===== src/rtl/mem_arbiter.sv =====
// Two-requester (IFU/LSU) arbiter for the single memory port of the npc core.
// Optional macro MEM_ARB_RR_EN selects round-robin tie-break; default is LSU-first fixed priority.
module mem_arbiter #(
  parameter int                ADDR_W  = 64,
  parameter int                DATA_W  = 64,
  parameter int                WDT_W   = 4,
  parameter logic [WDT_W-1:0]  IFU_WDT = WDT_W'(4'b0100)
) (
  input  logic              clk,
  input  logic              rst_n,
  input  logic              ifu_req_valid,
  input  logic [ADDR_W-1:0] ifu_req_addr,
  output logic              ifu_req_ready,
  output logic              ifu_resp_valid,
  output logic [31:0]       ifu_resp_data,
  input  logic              lsu_req_valid,
  input  logic              lsu_req_wen,
  input  logic [ADDR_W-1:0] lsu_req_addr,
  input  logic [DATA_W-1:0] lsu_req_wdata,
  input  logic [WDT_W-1:0]  lsu_req_wdt,
  output logic              lsu_req_ready,
  output logic              lsu_resp_valid,
  output logic [DATA_W-1:0] lsu_resp_data,
  output logic [ADDR_W-1:0] mem_raddr,
  output logic [ADDR_W-1:0] mem_waddr,
  output logic [DATA_W-1:0] mem_wdata,
  output logic              mem_wen,
  output logic              mem_ren,
  output logic [WDT_W-1:0]  wdt_op,
  input  logic [DATA_W-1:0] mem_rdata
);

  typedef enum logic [1:0] {IDLE, RD_IF, RD_LS, WR_ACK} state_t;

  state_t            state_q, state_d;
  logic [ADDR_W-1:0] lat_addr_q, lat_addr_d;
  logic [WDT_W-1:0]  lat_wdt_q, lat_wdt_d;
  logic              last_grant_q, last_grant_d;
  logic              grant_ifu, grant_lsu;

  // Pre-gating output values; everything is forced low while rst_n is low.
  logic              ifu_ready_c, ifu_rvld_c, lsu_ready_c, lsu_rvld_c;
  logic [31:0]       ifu_rdata_c;
  logic [DATA_W-1:0] lsu_rdata_c, wdata_c;
  logic [ADDR_W-1:0] raddr_c, waddr_c;
  logic              wen_c, ren_c;
  logic [WDT_W-1:0]  wdt_c;

  always_comb begin
    grant_ifu = 1'b0;
    grant_lsu = 1'b0;
    if (state_q == IDLE) begin
      if (ifu_req_valid && lsu_req_valid) begin
`ifdef MEM_ARB_RR_EN
        grant_ifu = last_grant_q;
        grant_lsu = !last_grant_q;
`else
        grant_lsu = 1'b1;
`endif
      end else begin
        grant_ifu = ifu_req_valid;
        grant_lsu = lsu_req_valid;
      end
    end
  end

  always_comb begin
    state_d      = state_q;
    lat_addr_d   = lat_addr_q;
    lat_wdt_d    = lat_wdt_q;
    last_grant_d = last_grant_q;
    ifu_ready_c  = 1'b0;
    ifu_rvld_c   = 1'b0;
    ifu_rdata_c  = '0;
    lsu_ready_c  = 1'b0;
    lsu_rvld_c   = 1'b0;
    lsu_rdata_c  = '0;
    raddr_c      = lat_addr_q;
    wdt_c        = lat_wdt_q;
    waddr_c      = '0;
    wdata_c      = '0;
    wen_c        = 1'b0;
    ren_c        = 1'b0;
    case (state_q)
      IDLE: begin
        if (grant_ifu) begin
          ifu_ready_c  = 1'b1;
          ren_c        = 1'b1;
          raddr_c      = ifu_req_addr;
          wdt_c        = IFU_WDT;
          lat_addr_d   = ifu_req_addr;
          lat_wdt_d    = IFU_WDT;
          last_grant_d = 1'b0;
          state_d      = RD_IF;
        end else if (grant_lsu) begin
          lsu_ready_c  = 1'b1;
          wdt_c        = lsu_req_wdt;
          last_grant_d = 1'b1;
          if (lsu_req_wen) begin
            // Memory commits on the negedge of this cycle; only an ack follows.
            wen_c   = 1'b1;
            waddr_c = lsu_req_addr;
            wdata_c = lsu_req_wdata;
            state_d = WR_ACK;
          end else begin
            ren_c      = 1'b1;
            raddr_c    = lsu_req_addr;
            lat_addr_d = lsu_req_addr;
            lat_wdt_d  = lsu_req_wdt;
            state_d    = RD_LS;
          end
        end
      end
      RD_IF: begin
        ifu_rvld_c  = 1'b1;
        ifu_rdata_c = mem_rdata[31:0];
        state_d     = IDLE;
      end
      RD_LS: begin
        lsu_rvld_c  = 1'b1;
        lsu_rdata_c = mem_rdata;
        state_d     = IDLE;
      end
      WR_ACK: begin
        lsu_rvld_c = 1'b1;
        state_d    = IDLE;
      end
      default: state_d = IDLE;
    endcase
  end

  always_ff @(posedge clk or negedge rst_n) begin
    if (!rst_n) begin
      state_q      <= IDLE;
      lat_addr_q   <= '0;
      lat_wdt_q    <= '0;
      last_grant_q <= 1'b1;
    end else begin
      state_q      <= state_d;
      lat_addr_q   <= lat_addr_d;
      lat_wdt_q    <= lat_wdt_d;
      last_grant_q <= last_grant_d;
    end
  end

  assign ifu_req_ready  = rst_n & ifu_ready_c;
  assign ifu_resp_valid = rst_n & ifu_rvld_c;
  assign ifu_resp_data  = rst_n ? ifu_rdata_c : '0;
  assign lsu_req_ready  = rst_n & lsu_ready_c;
  assign lsu_resp_valid = rst_n & lsu_rvld_c;
  assign lsu_resp_data  = rst_n ? lsu_rdata_c : '0;
  assign mem_raddr      = rst_n ? raddr_c : '0;
  assign mem_waddr      = rst_n ? waddr_c : '0;
  assign mem_wdata      = rst_n ? wdata_c : '0;
  assign mem_wen        = rst_n & wen_c;
  assign mem_ren        = rst_n & ren_c;
  assign wdt_op         = rst_n ? wdt_c : '0;

endmodule


===== config.mk =====
export PLATFORM = sky130hd
export DESIGN_NAME = mem_arbiter
export DESIGN_NICKNAME = d
export VERILOG_FILES = /design/src/rtl/mem_arbiter.sv
export SDC_FILE = /design/constraint.sdc
export NUM_CORES = 1
export LEC_CHECK = 0
export CAP_MARGIN = 15
export CORE_AREA = 8 8 210 212
export DETAILED_ROUTE_END_ITERATION = 16
export DIE_AREA = 0 0 218 220
export PLACE_DENSITY = 0.5
export SLEW_MARGIN = 40
export SYNTH_ARGS = -nofsm -noshare
export SYNTH_HDL_FRONTEND = slang
export SYNTH_SLANG_ARGS = --single-unit

===== constraint.sdc =====
create_clock -name clk -period 2.93 [get_ports clk]
set_clock_uncertainty 0.05 [all_clocks]
set_input_delay 0.586 -clock clk [delete_from_list [all_inputs] [get_ports clk]]
set_output_delay 0.586 -clock clk [all_outputs]
set_load 0.1 [all_outputs]

==> metrics.txt, run 1 <==
# TYPE chip_impl_metric gauge
chip_impl_metric{name="finalMaxSlewViolations",unit=""} 0
chip_impl_metric{name="die_height",unit="µm"} 220
chip_impl_metric{name="hold_viol_final",unit=""} 0
chip_impl_metric{name="route.vias.total",unit=""} 6893
chip_impl_info{name="synth-main-ff-cell",value="sky130_fd_sc_hd__dfrtp_1"} 1
chip_impl_metric{name="p_clk_share",unit="%"} 18.9
chip_impl_metric{name="routed_wl",unit="µm"} 37900
chip_impl_metric{name="postSynthRegisterBits",unit=""} 70
chip_impl_metric{name="grt_pass1_vias",unit=""} 7252
chip_impl_metric{name="floorplan.rows",unit=""} 74
chip_impl_metric{name="drive_gt1_share",unit="%"} 56.4
chip_impl_metric{name="power.share.switching",unit="%"} 46.3
chip_impl_metric{name="grt.overflow.total",unit=""} 0
chip_impl_metric{name="synth-async-reset-ratio",unit="%"} 100
chip_impl_metric{name="design.portCount",unit=""} 563
chip_impl_metric{name="netlist_instances",unit=""} 649
chip_impl_metric{name="dp.final_hpwl",unit="µm"} 31000
chip_impl_metric{name="synth.yosys.warnings",unit=""} 0
chip_impl_metric{name="final_net_count",unit=""} 1482
chip_impl_metric{name="mappedNetlistNets",unit=""} 914
chip_impl_metric{name="clock-sinks",unit=""} 70
chip_impl_metric{name="clockBufferDepth",unit=""} 2
chip_impl_metric{name="synthesized_cell_area",unit="µm²"} 5150
chip_impl_info{name="min_delay_path_class",value="input port to async pin"} 1
chip_impl_metric{name="power.density_cell_area",unit="nW/µm²"} 454
chip_impl_metric{name="period_needed",unit="ns"} 2.88
chip_impl_metric{name="comb_power_share",unit="%"} 63.4
chip_impl_info{name="synth_largest_area_cell",value="sky130_fd_sc_hd__dfrtp_1"} 1
chip_impl_metric{name="fin_cells",unit=""} 1758
chip_impl_metric{name="setup_total_negative_slack",unit="ns"} 0
chip_impl_metric{name="report.power.total",unit="µW"} 7490
chip_impl_info{name="yosysMostFrequentCell",value="sky130_fd_sc_hd__and2_1"} 1
chip_impl_metric{name="cts_htree_levels",unit=""} 3
chip_impl_metric{name="route.antenna.remaining_nets",unit=""} 0
chip_impl_info{name="timing.critical_path.to_type",value="primary output"} 1
chip_impl_metric{name="floorplan.initialDensity",unit="%"} 12.7
chip_impl_metric{name="cellLeakagePower",unit="µW"} 0.00698
chip_impl_metric{name="pre_cts_slack",unit="ns"} -0.479
chip_impl_metric{name="crit_fanout",unit=""} 27
chip_impl_metric{name="slew_headroom",unit="%"} 69.9
chip_impl_metric{name="tritoncts.num_buffers",unit=""} 9
chip_impl_metric{name="grt_start_max_net_pins",unit=""} 72
chip_impl_metric{name="drtPass1Iterations",unit=""} 4
chip_impl_info{name="timing.setup.critical_path_class",value="input port to primary output"} 1
chip_impl_info{name="clock-root-buffer",value="sky130_fd_sc_hd__clkbuf_16"} 1
chip_impl_metric{name="io_buffer_count",unit=""} 562
chip_impl_metric{name="cellInternalPower",unit="µW"} 4020
chip_impl_metric{name="synth.distinct_cells",unit=""} 21
chip_impl_metric{name="worstSkewPairLatency",unit="ns"} 0.34
chip_impl_metric{name="arrival",unit="ns"} 2.25
chip_impl_metric{name="drt-initial-drc-count",unit=""} 270
chip_impl_metric{name="route.detailed.drc",unit=""} 0
chip_impl_metric{name="synth_edf_count",unit=""} 0
chip_impl_metric{name="die_w",unit="µm"} 218
chip_impl_metric{name="grtUsageTotal",unit="%"} 14.5
chip_impl_metric{name="timing.final.setup_violations",unit=""} 0
chip_impl_metric{name="utilization_after_layout",unit="%"} 40.7
chip_impl_metric{name="p_sw",unit="µW"} 3470
chip_impl_metric{name="numPlacedInstances",unit=""} 1727
chip_impl_metric{name="die-area",unit="µm²"} 48000
chip_impl_metric{name="antenna_found_initial",unit=""} 2
chip_impl_metric{name="period_utilization",unit="%"} 98.4
chip_impl_info{name="cts_tree",value="built"} 1
chip_impl_info{name="critPathLaunchType",value="input port"} 1
chip_impl_metric{name="syn-mean-instance-area",unit="µm²"} 7.94
chip_impl_metric{name="worst_slew_pin_slew",unit="ns"} 0.452
chip_impl_metric{name="synth_top_area_share",unit="%"} 34.0
chip_impl_metric{name="wire_length_of_the_first_global_routing_pass",unit="µm"} 52100
chip_impl_info{name="setup_repair_after_global_routing_missed_its_margin",value="yes"} 1
chip_impl_info{name="synth.top_cells.by_area",value="sky130_fd_sc_hd__dfrtp_1, sky130_fd_sc_hd__and2_1, sky130_fd_sc_hd__a22oi_1"} 1
chip_impl_metric{name="synthToLayoutAreaGrowth",unit="%"} 220
chip_impl_metric{name="setup_ws",unit="ns"} 0.0472
chip_impl_metric{name="via_per_inst",unit=""} 3.92
chip_impl_metric{name="maxCapViolCount",unit=""} 0
chip_impl_metric{name="wl_per_cell",unit="µm"} 21.5
chip_impl_metric{name="crit_required",unit="ns"} 2.29
chip_impl_metric{name="max_freq",unit="GHz"} 0.347
chip_impl_metric{name="seq_area_frac_synth",unit="%"} 34.0
chip_impl_metric{name="power_frac_seq",unit="%"} 17.7
chip_impl_metric{name="clock_input_transition_at_the_sequential_cells_of_the_worst_setup_and_hold_paths",unit="ns"} 0.06
chip_impl_info{name="synth.cells.most_frequent",value="sky130_fd_sc_hd__and2_1, sky130_fd_sc_hd__nand2_1, sky130_fd_sc_hd__dfrtp_1, sky130_fd_sc_hd__nand3_1, sky130_fd_sc_hd__a22oi_1"} 1
chip_impl_metric{name="gp_congestion",unit=""} 0.848
chip_impl_metric{name="max-vdd-ir-drop",unit="mV"} 0.262
chip_impl_info{name="outcome",value="completed"} 1
chip_impl_metric{name="core_area",unit="µm²"} 40600
-- power by group through the flow --
stage / registers (µW) / clock network, µW / logic [µW]
final: 1330 / 1410 / 4750
after global routing: 1350 / 1520 / 4950
after CTS: 1300 / 1490 / 4750
after detailed placement: 1310 / 0 / 4700
after global placement: 1300 / 0 / 4670
after floorplan: 1280 / 0 / 2780
-- registers in the layout, summed over array words and instances, names as in the netlist --
register	count
lat_wdt_q	4
lat_addr_q	64
state_q	2
-- per-stage QoR --
stage               cell area, µm²  hold slack, ns
floorplan                     6110           0.240
global placement             15600           0.366
detailed placement           15600           0.365
CTS                          16200           0.216
global route                 16500           0.222
finish                       16500           0.224
-- cells in the final DEF (no fill, tap or decap), types with 3 or more instances in the layout --
master                            synthesis  routed
sky130_fd_sc_hd__a21boi_4                 0      63
sky130_fd_sc_hd__dfrtp_1                 70      68
sky130_fd_sc_hd__buf_12                   0     310
sky130_fd_sc_hd__a22oi_2                  0       4
sky130_fd_sc_hd__o21ai_0                  7       4
sky130_fd_sc_hd__o21ai_2                  0       3
sky130_fd_sc_hd__and2_4                   0       4
sky130_fd_sc_hd__buf_4                    2      35
sky130_fd_sc_hd__clkbuf_16                0      11
sky130_fd_sc_hd__a22oi_1                 64      60
sky130_fd_sc_hd__and2_1                 227      46
sky130_fd_sc_hd__nand3_1                 68      14
sky130_fd_sc_hd__clkdlybuf4s50_1          0     260
sky130_fd_sc_hd__nand2_1                 76      76
sky130_fd_sc_hd__diode_2                  0       4
sky130_fd_sc_hd__and2_2                   0     177
sky130_fd_sc_hd__bufinv_16                0       4
sky130_fd_sc_hd__nand3_2                  0      54
sky130_fd_sc_hd__buf_6                    0       3
-- worst max-delay path, stage by stage --
cell and delay (ns):
sky130_fd_sc_hd__clkdlybuf4s15_2 0.23, sky130_fd_sc_hd__buf_4 0.15, sky130_fd_sc_hd__or4b_4 0.58, sky130_fd_sc_hd__buf_12 0.19, sky130_fd_sc_hd__nand3_1 0.18, sky130_fd_sc_hd__a21boi_4 0.10
sky130_fd_sc_hd__buf_12 0.19
-- final cells by class --
type | count | area, µm²
clock inverters | 5 | 129
well taps | 532 | 666
flip-flops and latches | 70 | 1750
multi-input cells | 517 | 4420
inverters | 1 | 5.00
clock buffers | 11 | 253
diodes | 4 | 10.0
repair buffers | 618 | 9280
fillers | 3877 | 24000
-- cells by family (layout without fill, tap and decap cells) --
kind of cell / Yosys count / in the layout / share of synthesized area (%)
other: 0 / 4 / 0
flip-flops: 70 / 70 / 34.0
buffers and inverters: 62 / 635 / 5.22
AO/OA/AOI/OAI: 136 / 136 / 19.5
AND/OR/NAND/NOR: 381 / 381 / 41.3
-- worst paths after layout --
path / slack (ns) / endpoint / from / cells after the start
max: 0.05 / mem_raddr[37] / lsu_req_valid / 7
min: 0.22 / lat_addr_q[26] / rst_n / 2
max reg2reg: 1.09 / lat_addr_q[15] / state_q[1] / 5
min reg2reg: 0.46 / lat_wdt_q[2] / lat_wdt_q[2] / 2
max in group asynchronous: 2.03 / state_q[0] / rst_n / 2
min in group clk: 0.46 / lat_wdt_q[2] / lat_wdt_q[2] / 2
-- routing by layer --
layer	GRT usage [%]	vias up	wire, µm
met4	2.31	0	314
met3	5.33	19	3190
met1	17.5	3292	14900
met5	0	-	0
li1	-	3332	-
met2	24.9	250	19500
-- what timing repair did --
item,in CTS,in global routing
resized for setup,34,45
endpoints found under the hold margin,2,0
pin swaps,3,1
endpoints found under the setup margin,199,108
setup buffers,1,4
hold buffers,1,0
cloned,1,4
(Power assumes the default switching activity.)
==> run 2, diff against run 1 <==
CELL_PAD_IN_SITES_DETAIL_PLACEMENT = 1   (was not set)
CELL_PAD_IN_SITES_GLOBAL_PLACEMENT = 2   (was not set)
CORE_AREA = not set   (was 8 8 210 212)
CORE_ASPECT_RATIO = 0.7   (was not set)
CORE_MARGIN = 8   (was not set)
CORE_UTILIZATION = 14   (was not set)
DIE_AREA = not set   (was 0 0 218 220)
PLACE_DENSITY = 0.94   (was 0.5)
==> run 2 against run 1 <==
Effect of this change:
- wire length is 21% higher
- worst hold slack got worse by 0.19 ns
- sequential share of layout area is essentially flat
- sequential cell count unchanged
- fmax shrank 0.91%
- largest cell class unchanged
==> metrics.txt, run 2 (synthesis results as in run 1) <==
# TYPE chip_impl_metric gauge
chip_impl_info{name="outcome",value="completed"} 1
chip_impl_metric{name="max-vdd-ir-drop",unit="mV"} 0.301
chip_impl_info{name="crit-reg2reg-launch",value="state_q[1]"} 1
chip_impl_metric{name="pre_cts_slack",unit="ns"} -0.400
chip_impl_metric{name="floorplan.rows",unit=""} 58
chip_impl_info{name="layout_commonest_cell",value="sky130_fd_sc_hd__buf_12"} 1
chip_impl_info{name="critPathLaunchType",value="flip-flop"} 1
chip_impl_metric{name="clock-sinks",unit=""} 70
chip_impl_metric{name="antenna_found_initial",unit=""} 9
chip_impl_metric{name="clockBufferDepth",unit=""} 2
chip_impl_info{name="timing.setup.critical_path_class",value="flip-flop to primary output"} 1
chip_impl_metric{name="drtPass1Iterations",unit=""} 4
chip_impl_metric{name="worstSkewPairLatency",unit="ns"} 0.35
chip_impl_metric{name="grt_pass1_vias",unit=""} 8388
chip_impl_metric{name="setup_total_negative_slack",unit="ns"} 0
chip_impl_metric{name="setup_ws",unit="ns"} 0.0206
chip_impl_metric{name="period_needed",unit="ns"} 2.91
chip_impl_metric{name="drt-initial-drc-count",unit=""} 331
chip_impl_metric{name="die_height",unit="µm"} 177
chip_impl_metric{name="maxCapViolCount",unit=""} 0
chip_impl_metric{name="power.density_cell_area",unit="nW/µm²"} 437
chip_impl_metric{name="synthToLayoutAreaGrowth",unit="%"} 221
chip_impl_info{name="biggestRegsByFlops",value="lat_addr_q x64, lat_wdt_q x4, state_q x2"} 1
chip_impl_metric{name="design.portCount",unit=""} 563
chip_impl_metric{name="grt_start_max_net_pins",unit=""} 65
chip_impl_metric{name="dp.final_hpwl",unit="µm"} 36500
chip_impl_info{name="clock-root-buffer",value="sky130_fd_sc_hd__clkbuf_16"} 1
chip_impl_metric{name="io_buffer_count",unit=""} 562
chip_impl_metric{name="floorplan.initialDensity",unit="%"} 14.3
chip_impl_metric{name="numPlacedInstances",unit=""} 1679
chip_impl_metric{name="core_area",unit="µm²"} 36100
chip_impl_metric{name="clock_input_transition_at_the_sequential_cells_of_the_worst_setup_and_hold_paths",unit="ns"} 0.06
chip_impl_metric{name="hold_viol_final",unit=""} 0
chip_impl_info{name="setup_repair_after_global_routing_missed_its_margin",value="yes"} 1
chip_impl_metric{name="rrSetupSlack",unit="ns"} 0.95
chip_impl_metric{name="wl_per_cell",unit="µm"} 26.6
chip_impl_metric{name="wire_length_of_the_first_global_routing_pass",unit="µm"} 62300
chip_impl_metric{name="fin_cells",unit=""} 1716
chip_impl_metric{name="tritoncts.num_buffers",unit=""} 9
chip_impl_metric{name="grt.overflow.total",unit=""} 0
chip_impl_metric{name="route.antenna.remaining_nets",unit=""} 0
chip_impl_metric{name="route.detailed.drc",unit=""} 0
chip_impl_info{name="min_delay_path_class",value="input port to async pin"} 1
chip_impl_metric{name="drive_gt1_share",unit="%"} 56.5
chip_impl_metric{name="route.vias.total",unit=""} 7373
chip_impl_metric{name="crit_fanout",unit=""} 44
chip_impl_metric{name="routed_wl",unit="µm"} 45700
chip_impl_metric{name="worst_slew_pin_slew",unit="ns"} 0.409
chip_impl_metric{name="die-area",unit="µm²"} 43300
chip_impl_info{name="top_register",value="lat_addr_q"} 1
chip_impl_metric{name="largest_register_ff_count",unit=""} 64
chip_impl_metric{name="period_utilization",unit="%"} 99.3
chip_impl_metric{name="cellLeakagePower",unit="µW"} 0.00697
chip_impl_info{name="timing.critical_path.to_type",value="primary output"} 1
chip_impl_metric{name="timing.final.setup_violations",unit=""} 0
chip_impl_metric{name="max_freq",unit="GHz"} 0.344
chip_impl_metric{name="finalMaxSlewViolations",unit=""} 0
chip_impl_metric{name="via_per_inst",unit=""} 4.30
chip_impl_metric{name="grtUsageTotal",unit="%"} 19.6
chip_impl_metric{name="crit_required",unit="ns"} 2.29
chip_impl_metric{name="slew_headroom",unit="%"} 72.7
chip_impl_metric{name="r2r.worst_path.cells",unit=""} 6
chip_impl_metric{name="gp_congestion",unit=""} 0.904
chip_impl_info{name="most-common-layout-cells",value="sky130_fd_sc_hd__buf_12, sky130_fd_sc_hd__clkdlybuf4s50_1, sky130_fd_sc_hd__and2_2, sky130_fd_sc_hd__nand2_1, sky130_fd_sc_hd__dfrtp_1"} 1
chip_impl_metric{name="die_w",unit="µm"} 245
chip_impl_info{name="critical_path.reg2reg.endpoint",value="lat_addr_q[37]"} 1
chip_impl_metric{name="final_net_count",unit=""} 1494
chip_impl_metric{name="hold-worst-slack",unit="ns"} 0.0307
chip_impl_metric{name="cts_htree_levels",unit=""} 3
chip_impl_metric{name="arrival",unit="ns"} 2.27
chip_impl_info{name="cts_tree",value="built"} 1
[run 2: changes by cell type in the layout (fill, tap and decap cells not counted), sizes merged]
cell	before	now
clkdlybuf4s15	1	0
dlymetal6s2s	0	1
diode	4	3
clkinv	2	5
bufbuf	0	1
clkbuf	13	15
clkinvlp	0	1
dlygate4sd3	1	0
bufinv	4	0
buf	352	362
dlygate4sd2	2	1
[run 2: layout make-up]
| type | instances | area [µm²] |
|---|---|---|
| Inverter | 1 | 5.00 |
| Timing Repair Buffer | 630 | 9500 |
| Antenna cell | 3 | 7.51 |
| Sequential cell | 70 | 1750 |
| Multi-Input combinational cell | 517 | 4400 |
| Tap cell | 480 | 601 |
| Clock inverter | 5 | 27.5 |
| Fill cell | 3704 | 19500 |
| Clock buffer | 10 | 229 |
[run 2: worst max path at each step]
stage                     to  slack (ns)          start  cells after the start
3_5_place_dp   mem_raddr[11]       -0.40  lsu_req_valid                      7
6_report       mem_raddr[50]        0.02     state_q[1]                      6
4_1_cts        mem_raddr[63]       -0.04  ifu_req_valid                      7
5_1_grt        mem_raddr[50]       -0.01     state_q[1]                      6
3_3_place_gp   mem_raddr[23]       -0.27  lsu_req_valid                      7
2_1_floorplan  mem_raddr[60]       -0.11    lsu_req_wen                      4
[run 2: where the power goes]
group | internal (µW) | switching, µW
sequential | 1220 | 102
combinational | 1860 | 3030
clock | 562 | 449
total | 3640 | 3580
[run 2: what timing repair did]
item                                    CTS  global route
endpoints found under the setup margin  198           194
gates resized for setup                  55            29
hold buffers                              0             0
pin swaps                                 5             6
cloned                                    5             6
setup buffers                             5             3
hold endpoints to repair                  0             0
[run 2: metal layers]
| metal | routed length [µm] | GRT usage, % | vias to the layer above |
|---|---|---|---|
| met5 | 11 | 0 | - |
| met4 | 1190 | 6.24 | 2 |
| met3 | 2690 | 5.24 | 53 |
| met2 | 24700 | 36.1 | 264 |
| met1 | 17100 | 21.8 | 3701 |
| li1 | - | - | 3353 |
[run 2: critical path, stage by stage (launching register included)]
cell                       delay (ns)
sky130_fd_sc_hd__dfrtp_2         0.46
sky130_fd_sc_hd__buf_4           0.17
sky130_fd_sc_hd__or4b_4          0.54
sky130_fd_sc_hd__buf_12          0.20
sky130_fd_sc_hd__nand3_1         0.22
sky130_fd_sc_hd__a21boi_4        0.08
sky130_fd_sc_hd__buf_12          0.18
[run 2: through the flow]
step                area [µm²]  util [%]  power [µW]
global placement         15600      43.2        5930
CTS                      16300      45.1        7220
detailed placement       15600      43.2        6060
floorplan                 6110         -        4060
finish                   16500      45.8        7220
global route             16500      45.8        7480
